## config.mk

```make
export PLATFORM = sky130hd
export DESIGN_NAME = group_sum_reader_flat
export DESIGN_NICKNAME = d
export VERILOG_FILES = /design/src/rtl/group_sum_pkg.sv /design/src/rtl/group_sum_reader_if.sv /design/src/rtl/group_sum_reader.sv /design/src/flat_wrapper.sv
export SDC_FILE = /design/constraint.sdc
export NUM_CORES = 1
export LEC_CHECK = 0
export CAP_MARGIN = 20
export CORE_UTILIZATION = 43
export CTS_CLUSTER_DIAMETER = 50
export CTS_CLUSTER_SIZE = 24
export DETAILED_ROUTE_END_ITERATION = 12
export PLACE_DENSITY = 0.84
export SLEW_MARGIN = 20
export SYNTH_ARGS = -nofsm -noshare
export SYNTH_HDL_FRONTEND = slang
export SYNTH_SLANG_ARGS = --single-unit
export TNS_END_PERCENT = 100
```

## constraint.sdc

```tcl
create_clock -name clock -period 1.7 [get_ports clock]
set_input_delay 0.34 -clock clock [delete_from_list [all_inputs] [get_ports clock]]
set_output_delay 0.34 -clock clock [all_outputs]
set_load 0.1 [all_outputs]
```

## src/rtl/group_sum_pkg.sv

```systemverilog
// Shared definitions for the group-accumulate memory layout: the sequencer states
// and the slot holding each group's sum.
package group_sum_pkg;

   localparam int GROUP_SIZE = 8;
   localparam int NUM_GROUPS = 4;
   localparam int SUM_SLOT   = GROUP_SIZE - 1;
   localparam int GROUP_W    = $clog2(NUM_GROUPS);
   localparam int ADDR_W     = $clog2(GROUP_SIZE * NUM_GROUPS);

   typedef enum logic [2:0] {
      ST_IDLE    = 3'd0,
      ST_READ    = 3'd1,
      ST_WAIT    = 3'd2,
      ST_CAPTURE = 3'd3,
      ST_OUTPUT  = 3'd4,
      ST_DONE    = 3'd5
   } state_e;

   // The upstream controller writes each sum at the last word of its group.
   function automatic logic [ADDR_W-1:0] sum_addr(input logic [GROUP_W-1:0] group);
      return ADDR_W'(int'(group) * GROUP_SIZE + SUM_SLOT);
   endfunction

endpackage

```

## src/rtl/group_sum_reader_if.sv

```systemverilog
// Memory read port and tagged output stream of the group-sum reader.
interface group_sum_reader_if #(
   parameter int DATA_WIDTH = 8,
   parameter int ADDR_WIDTH = 5
);
   import group_sum_pkg::*;

   logic [DATA_WIDTH-1:0] mem_data_in;
   logic [ADDR_WIDTH-1:0] mem_address;
   logic                  mem_read_enable;
   logic [DATA_WIDTH-1:0] out_data;
   logic [GROUP_W-1:0]    out_group;
   logic                  out_valid;
   logic                  out_ready;

   modport master (
      input  mem_data_in,
      output mem_address,
      output mem_read_enable,
      output out_data,
      output out_group,
      output out_valid,
      input  out_ready
   );

   modport slave (
      output mem_data_in,
      input  mem_address,
      input  mem_read_enable,
      input  out_data,
      input  out_group,
      input  out_valid,
      output out_ready
   );

endinterface

```

## src/rtl/group_sum_reader.sv

```systemverilog
// Reads the four stored group sums back after the controller signals ready, streams
// each one out tagged with its group index and keeps a widened grand total.
module group_sum_reader
   import group_sum_pkg::*;
#(
   parameter int DATA_WIDTH = 8,
   parameter int ADDR_WIDTH = 5
) (
   input  logic                  clock,
   input  logic                  reset,
   input  logic                  start,
   group_sum_reader_if.master    bus,
   output logic [DATA_WIDTH+1:0] total,
   output logic                  busy,
   output logic                  done
);

   state_e                state_q;
   logic [GROUP_W-1:0]    group_q;
   logic [DATA_WIDTH-1:0] data_q;
   logic [DATA_WIDTH+1:0] total_q;
   logic                  rd_en_q;
   logic                  valid_q;
   logic                  busy_q;
   logic                  done_q;

   // Sequencer: state, group pointer, captured sum, running total and output strobes.
   always_ff @(posedge clock or negedge reset) begin
      if (!reset) begin
         state_q <= ST_IDLE;
         group_q <= '0;
         data_q  <= '0;
         total_q <= '0;
         rd_en_q <= 1'b0;
         valid_q <= 1'b0;
         busy_q  <= 1'b0;
         done_q  <= 1'b0;
      end else begin
         case (state_q)
            ST_IDLE: begin
               if (start) begin
                  state_q <= ST_READ;
                  group_q <= '0;
                  total_q <= '0;
                  rd_en_q <= 1'b1;
                  busy_q  <= 1'b1;
               end else begin
                  state_q <= ST_IDLE;
               end
            end
            ST_READ: begin
               state_q <= ST_WAIT;
            end
            ST_WAIT: begin
               // Read data arrives two cycles after the strobe rose, i.e. in CAPTURE.
               state_q <= ST_CAPTURE;
               rd_en_q <= 1'b0;
            end
            ST_CAPTURE: begin
               state_q <= ST_OUTPUT;
               data_q  <= bus.mem_data_in;
               total_q <= total_q + {2'b00, bus.mem_data_in};
               valid_q <= 1'b1;
            end
            ST_OUTPUT: begin
               if (bus.out_ready) begin
                  valid_q <= 1'b0;
                  if (group_q == GROUP_W'(NUM_GROUPS - 1)) begin
                     state_q <= ST_DONE;
                     busy_q  <= 1'b0;
                     done_q  <= 1'b1;
                  end else begin
                     state_q <= ST_READ;
                     group_q <= group_q + GROUP_W'(1);
                     rd_en_q <= 1'b1;
                  end
               end else begin
                  state_q <= ST_OUTPUT;
               end
            end
            ST_DONE: begin
               state_q <= ST_IDLE;
               done_q  <= 1'b0;
            end
            default: begin
               state_q <= ST_IDLE;
               group_q <= '0;
               rd_en_q <= 1'b0;
               valid_q <= 1'b0;
               busy_q  <= 1'b0;
               done_q  <= 1'b0;
            end
         endcase
      end
   end

   assign bus.mem_address     = ADDR_WIDTH'(sum_addr(group_q));
   assign bus.mem_read_enable = rd_en_q;
   assign bus.out_data        = data_q;
   assign bus.out_group       = group_q;
   assign bus.out_valid       = valid_q;
   assign total               = total_q;
   assign busy                = busy_q;
   assign done                = done_q;

endmodule

```

## src/flat_wrapper.sv

```systemverilog
// flat-port wrapper written by rule: the top's interface ports become plain ports
module group_sum_reader_flat import group_sum_pkg::*;
#(
   parameter int DATA_WIDTH = 8,
   parameter int ADDR_WIDTH = 5
)
  (clock, reset, start, total, busy, done, bus_mem_data_in, bus_mem_address, bus_mem_read_enable, bus_out_data, bus_out_group, bus_out_valid, bus_out_ready);
  group_sum_reader_if #(.DATA_WIDTH(DATA_WIDTH), .ADDR_WIDTH(ADDR_WIDTH)) bus_i ();
  input  logic clock;
  input  logic reset;
  input  logic start;
  output logic [DATA_WIDTH+1:0] total;
  output logic busy;
  output logic done;
  input wire logic [$bits(bus_i.mem_data_in)-1:0] bus_mem_data_in;
  output wire logic [$bits(bus_i.mem_address)-1:0] bus_mem_address;
  output wire logic [$bits(bus_i.mem_read_enable)-1:0] bus_mem_read_enable;
  output wire logic [$bits(bus_i.out_data)-1:0] bus_out_data;
  output wire logic [$bits(bus_i.out_group)-1:0] bus_out_group;
  output wire logic [$bits(bus_i.out_valid)-1:0] bus_out_valid;
  input wire logic [$bits(bus_i.out_ready)-1:0] bus_out_ready;
  assign bus_i.mem_data_in = bus_mem_data_in;
  assign bus_mem_address = bus_i.mem_address;
  assign bus_mem_read_enable = bus_i.mem_read_enable;
  assign bus_out_data = bus_i.out_data;
  assign bus_out_group = bus_i.out_group;
  assign bus_out_valid = bus_i.out_valid;
  assign bus_i.out_ready = bus_out_ready;
  group_sum_reader #(.DATA_WIDTH(DATA_WIDTH), .ADDR_WIDTH(ADDR_WIDTH)) u_core (.clock(clock), .reset(reset), .start(start), .bus(bus_i), .total(total), .busy(busy), .done(done));
endmodule
```

==> impl_metrics.tcl, run 1 <==
set metrics [dict create \
    avgSynthCellArea_um2 9.885 \
    routed_wl_um 4088 \
    final_cells 262 \
    drt.antenna.violating_nets 0 \
    drc_errors 0 \
    finalHoldViolCount 0 \
    vias 1406 \
    layout_setup_ws_ns -0.2590 \
    crit_path_end_kind "flip-flop" \
    slew_viol_final 0 \
    antenna_found_initial 0 \
    grtUsageTotal_pct 23.08 \
    clkLatencyLatePin_ns 0.32 \
    fin_worst_skew_ns 0.006995 \
    crit_arrival_ns 2.18 \
    violations "negative setup slack" \
    hold_slack_ns 0.3734 \
    viasPerCell 5.366 \
    boundaryPins 41 \
    cp.required_ns 1.92 \
    grt_overflow 0 \
    synth_warnings 0 \
    antenna_cells 0 \
    synth_cells 151 \
    clk_pin_slew_ns 0.14 \
    top_usage_layer "met2" \
    die_area_um2 3711 \
    drv_cap 0 \
    fin_nets 239 \
    fin_crit_sh_pct 115.2 \
    fp.dieH_um 60.92 \
    firstDrtPassIters 4 \
    core_um2 3337 \
    outcome "finished with violations" \
    critPathMaxFanout 2 \
    syn2layout_area_growth_pct 69.07 \
    rows 21 \
    cts_tree "yes" \
    synth_seq_area_share_pct 45.26 \
    wl_per_cell_um 15.60 \
    cp-start-kind "flip-flop" \
    place_hpwl_um 2962 \
    grt_first_pass_wirelength_um 6223 \
    finalSetupViolations 6 \
    cts_root_buf "clkbuf_4" \
    synth_edf_count 0 \
    gp_congestion 0.8508 \
    fmax_mhz 510.5 \
    synth_flop_cell "dfrtp_1" \
    met1_usage_pct 28.26 \
    port_buffers 37 \
    path_class "flip-flop to flip-flop" \
    grt_util_met2_pct 40.66 \
    grt_use_met3_pct 4.051 \
    dieWidth_um 60.92 \
    synthArstFlopShare_pct 100.0 \
    clockBufferDepth 2 \
    fin_crit_ns 1.959 \
    grt_pass1_vias 1383 \
    rsz0062_at_grt "true" \
    syn_area_um2 1493 \
    ys_seq_elements 27 \
    hp-class "input port to async pin" \
    start_util_pct 44.73 \
    numCtsBuffers 3 \
    cts_max_level 1 \
    cts-hold-fix-buffers 0 \
    drt_iter0_drc 39 \
    placed_cells 254 \
    grt_max_degree 28 \
    fin_util_pct 75.63 \
    fin_setup_tns_ns -0.8119 \
    layout-drive-gt1-share_pct 43.06 \
    yosysUniqueCellTypes 39 \
    cts_sinks 27 \
]
==> routing by layer <==
metal | wire [µm] | vias to the layer above
met2 | 2111 | 72
met3 | 254 | 8
li1 | - | 650
met1 | 1654 | 676
met4 | 68 | 0
met5 | 0 | -
==> registers in the layout (all words and copies together) (netlist names) <==
signal,count
u_core.done,1
u_core.total,10
u_core.bus.out_group,2
u_core.busy,1
u_core.bus.out_data,8
u_core.bus.out_valid,1
u_core.state_q,3
u_core.bus.mem_read_enable,1
==> logic make-up (layout without fill, tap and decap cells) <==
kind of cell,after synthesis,after routing,synth area share (%)
simple gates,43,43,13.75
compound gates,39,39,16.77
flops,27,27,45.26
buf+inv,18,81,6.203
fa+ha+maj,10,10,8.885
mux,8,8,5.951
xor+xnor,5,5,2.934
other cells,1,3,0.2512
==> metrics by stage <==
step,setup WS (ns),instance area [µm²]
2_1_floorplan,-0.3688,1579
3_3_place_gp,-0.5545,2415
3_5_place_dp,-0.6027,2415
4_1_cts,-0.2403,2479
5_1_grt,-0.3122,2524
6_report,-0.2590,2524
==> Yosys cell counts, types with 2 or more instances <==
| master | number | area share (%) |
|---|---|---|
| nor2_1 | 11 | 2.8 |
| o32ai_1 | 3 | 1.8 |
| buf_2 | 5 | 1.7 |
| o21a_1 | 2 | 1.0 |
| mux2_1 | 5 | 3.8 |
| mux2_2 | 2 | 1.5 |
| xor2_1 | 4 | 2.3 |
| nand2_1 | 16 | 4.0 |
| nand3_1 | 3 | 1.0 |
| o21ai_1 | 8 | 2.7 |
| inv_1 | 7 | 1.8 |
| ha_1 | 9 | 7.5 |
| nor2b_1 | 4 | 1.7 |
| or3_1 | 2 | 0.84 |
| o21ai_0 | 7 | 2.3 |
| nand2b_1 | 2 | 0.84 |
| a32o_1 | 2 | 1.3 |
| buf_4 | 5 | 2.5 |
| a21oi_1 | 8 | 2.7 |
| dfrtp_1 | 27 | 45 |
==> layout make-up <==
type                       count  area [µm²]
timing repair buffer          69       875.8
multi-input combinational    108       828.3
fill                         231       813.3
sequential                    27       705.7
tap                           46       57.56
inverter                       8       30.03
clock buffer                   4       26.28
==> what timing repair did <==
| action | CTS | global route |
|---|---|---|
| cloned | 0 | 0 |
| pin swaps | 2 | 1 |
| setup endpoints to repair | 5 | 8 |
| buffers inserted | 2 | 2 |
| gates resized for setup | 8 | 8 |
==> layout by cell type (no fill, tap or decap), types with 6 or more instances in the layout <==
cell type        instances
buf_12                  26
dfrtp_1                 17
clkdlybuf4s50_1          9
nor2_1                  10
dfrtp_4                  7
o21ai_1                  7
nand2_1                 16
o21ai_0                  6
ha_1                     6
buf_4                   31
a21oi_1                  6
==> critical path: stages (launching register included) <==
cell and delay (ns):
dfrtp_4 0.51, ha_4 0.17, inv_2 0.05, fa_2 0.23, nor2b_4 0.06, o31ai_4 0.20, a21boi_2 0.08, or3_1 0.31
a32o_1 0.25
==> path summary, 6_finish.rpt <==
path                                                    startpoint                                  to  slack (ns)  cells past startpoint
worst max-delay path                   u_core.total[0]$_DFFE_PN0P_         u_core.total[6]$_DFFE_PN0P_       -0.26                      8
worst min-delay path                                         reset         u_core.total[3]$_DFFE_PN0P_        0.37                      2
worst max register to register         u_core.total[0]$_DFFE_PN0P_         u_core.total[6]$_DFFE_PN0P_       -0.26                      8
worst min register to register  u_core.bus.out_data[5]$_DFFE_PN0P_  u_core.bus.out_data[5]$_DFFE_PN0P_        0.57                      1
max in group asynchronous                                    reset         u_core.total[6]$_DFFE_PN0P_        1.03                      2
min in group clock                              bus_mem_data_in[1]  u_core.bus.out_data[1]$_DFFE_PN0P_        0.45                      4
Power of run 1 is left out: the tool's default activity adds up to more than one toggle a clock period on the data nets, which glitch-free logic cannot reach.
==> run 2: changes to the inputs <==
--- a/config.mk
+++ b/config.mk
@@ -11,6 +11,7 @@
 export CTS_CLUSTER_SIZE = 24
 export DETAILED_ROUTE_END_ITERATION = 12
 export PLACE_DENSITY = 0.84
+export REMOVE_ABC_BUFFERS = 1
 export SLEW_MARGIN = 20
 export SYNTH_ARGS = -nofsm -noshare
 export SYNTH_HDL_FRONTEND = slang
==> run 2 against run 1 <==
Effect of this change: the run still ends with negative setup slack left; critical path depth did not move; first-iteration DRC count rose by 10%; setup slack got worse by 0.026 ns; maximum frequency fell by 1.3%; count of clock-buffer cells in the layout did not move; sequential cell count did not move; final cell count rose by 1.9%; design area rose by 0.99%; worst hold slack got worse by 0.034 ns; via count fell by 0.78%; global-route usage fell by 1.4 points; non-clock buffer count rose by 5.
==> impl_metrics.tcl, run 2 (synthesized netlist as in run 1, its figures left out) <==
set metrics [dict create \
    critPathMaxFanout 2 \
    slew_viol_final 0 \
    firstDrtPassIters 4 \
    grt_first_pass_wirelength_um 5871 \
    outcome "finished with violations" \
    cp.required_ns 1.94 \
    fin_crit_ns 1.985 \
    cts_tree "yes" \
    layout_setup_ws_ns -0.2849 \
    start_util_pct 44.73 \
    cp-start-kind "flip-flop" \
    gp_congestion 0.8150 \
    antenna_found_initial 0 \
    worstMarginPinSlew_ns 0.6461 \
    routed_wl_um 3831 \
    port_buffers 37 \
    drv_cap 0 \
    final_common_cell "buf_4" \
    finalSetupViolations 3 \
    hp-class "input port to flip-flop" \
    crit_path_end "u_core.total[6]$_DFFE_PN0P_" \
    reg2regPathDepth 8 \
    fillerInstances 207 \
    cts_root_buf "clkbuf_4" \
    rows 21 \
    fp.dieH_um 60.92 \
    final_cell_mix "buf_4, dfrtp_1, buf_12" \
    cts_sinks 27 \
    crit_path_end_kind "flip-flop" \
    drc_errors 0 \
    clkLatencyLatePin_ns 0.34 \
    fin_worst_skew_ns 0.003856 \
    fin_util_pct 76.38 \
    boundaryPins 41 \
    grt_pass1_vias 1312 \
    max_slew_margin_pct 56.84 \
    place_hpwl_um 2636 \
    crit_arrival_ns 2.23 \
    finalHoldViolCount 0 \
    rsz0062_at_grt "true" \
    grt_max_degree 28 \
    die_area_um2 3711 \
    violations "negative setup slack" \
    wl_per_cell_um 14.35 \
    placed_cells 259 \
    final_cells 267 \
    vias 1395 \
    viasPerCell 5.225 \
    fmax_mhz 503.8 \
    fin_crit_sh_pct 116.8 \
    path_class "flip-flop to flip-flop" \
    fin_nets 244 \
    pre_cts_ws_ns -0.7089 \
    grt_overflow 0 \
    layout-drive-gt1-share_pct 38.46 \
    numCtsBuffers 3 \
    core_um2 3337 \
    timing.rr.start "u_core.total[0]$_DFFE_PN0P_" \
    ff2ff_setup_slack_ns -0.28 \
    drt_iter0_drc 43 \
    syn2layout_area_growth_pct 70.75 \
    cts_max_level 1 \
    clockBufferDepth 2 \
    critPathLaunch "u_core.total[0]$_DFFE_PN0P_" \
    grtUsageTotal_pct 21.68 \
    reg2reg_to "u_core.total[6]$_DFFE_PN0P_" \
    clk_pin_slew_ns 0.14 \
    drt.antenna.violating_nets 0 \
    antenna_cells 0 \
    dieWidth_um 60.92 \
    hold_slack_ns 0.3398 \
    largest_register_ffs 10 \
]
-- run 2: changes by cell type in the layout (fill, tap and decap cells not counted), moves of 2 or more --
| cell | change |
|---|---|
| dlymetal6s2s_1 | +2 |
| nor2b_1 | +2 |
| ha_1 | -2 |
| nor2b_2 | -2 |
| clkdlybuf4s50_1 | -2 |
| dfrtp_1 | +10 |
| dfrtp_4 | -7 |
| dfrtp_2 | -3 |
| buf_4 | +5 |
-- run 2: cell type report --
cell class | instances | area (µm²) | share of cell area [%]
clock buffers | 4 | 26.28 | 1.031
inverters | 8 | 30.03 | 1.178
multi-input cells | 108 | 840.8 | 32.99
flip-flops and latches | 27 | 675.6 | 26.51
well taps | 46 | 57.56 | 2.258
repair buffers | 74 | 918.4 | 36.03
-- run 2: stage by stage --
| stage | setup TNS [ns] | instance area [µm²] |
|---|---|---|
| 4_1_cts | -0.3756 | 2476 |
| 5_1_grt | -0.6822 | 2549 |
| 2_1_floorplan | -8.687 | 1438 |
| 6_report | -0.5149 | 2549 |
| 3_3_place_gp | -3.779 | 2374 |
| 3_5_place_dp | -4.282 | 2374 |
-- run 2: worst max-delay path, stage by stage, from the launching register on --
cell      delay [ns]
dfrtp_1         0.43
ha_2            0.20
inv_2           0.06
fa_2            0.23
nor2b_4         0.06
o31ai_4         0.26
a21boi_1        0.10
or3_1           0.32
a32o_1          0.22
-- run 2: metal layers --
metal / GRT usage, % / routed length, µm / part of all wire [%]
met5: 0 / 0 / 0
met2: 36.11 / 2080 / 54
met1: 27.69 / 1568 / 41
met3: 2.772 / 117 / 3.1
met4: 11.04 / 65 / 1.7
-- run 2: worst min path at each step --
stage | from | end | slack, ns | cells after the start
6_report | bus_mem_data_in[2] | u_core.bus.out_data[2]$_DFFE_PN0P_ | 0.34 | 2
5_1_grt | bus_mem_data_in[4] | u_core.bus.out_data[4]$_DFFE_PN0P_ | 0.36 | 2
4_1_cts | reset | u_core.bus.out_data[5]$_DFFE_PN0P_ | 0.37 | 2
3_5_place_dp | u_core.bus.out_data[6]$_DFFE_PN0P_ | u_core.bus.out_data[6]$_DFFE_PN0P_ | 0.54 | 1
3_3_place_gp | u_core.bus.out_data[7]$_DFFE_PN0P_ | u_core.bus.out_data[7]$_DFFE_PN0P_ | 0.53 | 1
2_1_floorplan | reset | u_core.bus.mem_read_enable$_DFFE_PN0P_ | 0.04 | 0
-- run 2: timing repair --
action                                  in CTS  in global routing
gates resized for setup                     12                  9
setup buffers                                2                  3
hold buffers                                 0                  0
endpoints found under the setup margin       8                  6
pin swaps                                   10                 12
Power of run 2 is left out for the same reason.
==> run 3: changes to the inputs <==
--- a/config.mk
+++ b/config.mk
@@ -6,11 +6,11 @@
 export NUM_CORES = 1
 export LEC_CHECK = 0
 export CAP_MARGIN = 20
-export CORE_UTILIZATION = 43
+export CORE_UTILIZATION = 47
 export CTS_CLUSTER_DIAMETER = 50
 export CTS_CLUSTER_SIZE = 24
 export DETAILED_ROUTE_END_ITERATION = 12
-export PLACE_DENSITY = 0.84
+export PLACE_DENSITY = 0.86
 export REMOVE_ABC_BUFFERS = 1
 export SLEW_MARGIN = 20
 export SYNTH_ARGS = -nofsm -noshare
==> constraint.sdc (replaced) <==
create_clock -name clock -period 2.2 [get_ports clock]
set_input_delay 0.44 -clock clock [delete_from_list [all_inputs] [get_ports clock]]
set_output_delay 0.44 -clock clock [all_outputs]
set_load 0.1 [all_outputs]
==> run 3 against run 2 <==
Effect of this change: the flow now finishes without violations; routed wire length down 16%; design area is 25% lower; die area shrank 8.2%; count of clock-buffer cells in the layout unchanged; critical path type is now input port to flip-flop; clock skew grew 0.0019 ns; sequential cell count unchanged.
==> impl_metrics.tcl, run 3 (synthesized netlist as in run 1, its figures left out) <==
set metrics [dict create \
    outcome "complete, no violations" \
    fin_crit_sh_pct 95.28 \
    final_cell_mix "buf_4, dfrtp_1, nand2_1" \
    rows 20 \
    boundaryPins 41 \
    fin_nets 218 \
    finalHoldViolCount 0 \
    drt_iter0_drc 33 \
    clkLatencyLatePin_ns 0.33 \
    grt_max_degree 28 \
    fillerInstances 263 \
    drc_errors 0 \
    postCtsSetupBuffers 0 \
    final_common_cell "buf_4" \
    finalSetupViolations 0 \
    largest_register_ffs 10 \
    cts-hold-fix-buffers 0 \
    core_um2 3028 \
    crit_arrival_ns 2.33 \
    critPathMaxFanout 2 \
    cp-start-kind "input port" \
    max_slew_margin_pct 57.57 \
    antenna_found_initial 0 \
    place_hpwl_um 2479 \
    die_area_um2 3405 \
    antenna_cells 0 \
    syn2layout_area_growth_pct 27.91 \
    grt_pass1_vias 1326 \
    hold_slack_ns 0.4626 \
    fp.dieH_um 58.36 \
    path_buf_inv 2 \
    worstMarginPinSlew_ns 0.6351 \
    path_class "input port to flip-flop" \
    cp.required_ns 2.44 \
    firstDrtPassIters 4 \
    crit_path_end_kind "flip-flop" \
    grt_overflow 0 \
    hp-class "input port to async pin" \
    layout_setup_ws_ns 0.1039 \
    routed_wl_um 3235 \
    cts_root_buf "clkbuf_4" \
    cts_max_level 1 \
    clockBufferDepth 2 \
    port_buffers 37 \
    dieWidth_um 58.36 \
    gp_congestion 0.8139 \
    start_util_pct 49.30 \
    placed_cells 235 \
    fin_crit_ns 2.096 \
    pre_cts_ws_ns -0.2903 \
    critPathLaunch "bus_mem_data_in[0]" \
    fin_setup_tns_ns 0 \
    layout-drive-gt1-share_pct 24.10 \
    drv_cap 0 \
    critPathMaxStageDelay_ns 0.43 \
    slowest_stage "clkdlybuf4s50_1" \
    vias 1257 \
    wl_per_cell_um 13.54 \
    worstPathCellList "clkdlybuf4s50_1 > ha_1 > inv_1 > fa_2 > nor2b_4 > o31ai_2 > a21boi_1 > or3_1 > a32o_1" \
    cts_tree "yes" \
    clk_pin_slew_ns 0.14 \
    cts_sinks 27 \
    cts_resized 0 \
    fin_worst_skew_ns 0.005712 \
    fmax_mhz 477.1 \
    grtUsageTotal_pct 21.91 \
    final_cells 239 \
    drt.antenna.violating_nets 0 \
    rsz0062_at_grt "false" \
    timing.rr.start "u_core.total[0]$_DFFE_PN0P_" \
    grt_first_pass_wirelength_um 5692 \
    critPathTopFamily "compound AO/OA/AOI/OAI gates" \
    viasPerCell 5.259 \
    numCtsBuffers 3 \
    slew_viol_final 0 \
]
run 3: changes by cell type in the layout (fill, tap and decap cells not counted), sizes merged:
| cell | change |
|---|---|
| dlymetal6s2s | -3 |
| dlygate4sd2 | -1 |
| clkdlybuf4s50 | +4 |
| buf | -26 |
run 3: area by class of cell:
class	count	area, µm²	area share (%)
sequential	27	675.6	35.39
inverter	8	30.03	1.573
clock buffer	4	26.28	1.376
tap	44	55.05	2.883
multi-input combinational	108	734.5	38.47
timing repair buffer	48	387.9	20.31
run 3: stage by stage:
step	utilization (%)	cell area, µm²
after floorplan	-	1438
after global placement	62.11	1881
after detailed placement	62.11	1881
after CTS	62.98	1907
after global routing	63.06	1909
final	63.06	1909
run 3: metal layers:
layer	GRT usage, %	up-vias	part of all wire (%)
li1	-	608	-
met1	27.18	592	44
met2	38.10	48	49
met3	3.297	9	5.3
met4	9.524	0	2.1
met5	0	-	0
run 3: final timing paths:
check / endpoint / slack [ns] / cells past startpoint
max: u_core.total[6]$_DFFE_PN0P_ / 0.10 / 9
min reg2reg: u_core.bus.out_data[6]$_DFFE_PN0P_ / 0.50 / 1
max reg2reg: u_core.total[6]$_DFFE_PN0P_ / 0.25 / 8
min in group clock: u_core.bus.out_data[6]$_DFFE_PN0P_ / 0.50 / 1
min: u_core.bus.out_data[6]$_DFFE_PN0P_ / 0.46 / 2
max in group asynchronous: u_core.done$_DFFE_PN0P_ / 1.49 / 2
Power of run 3 is left out for the same reason.
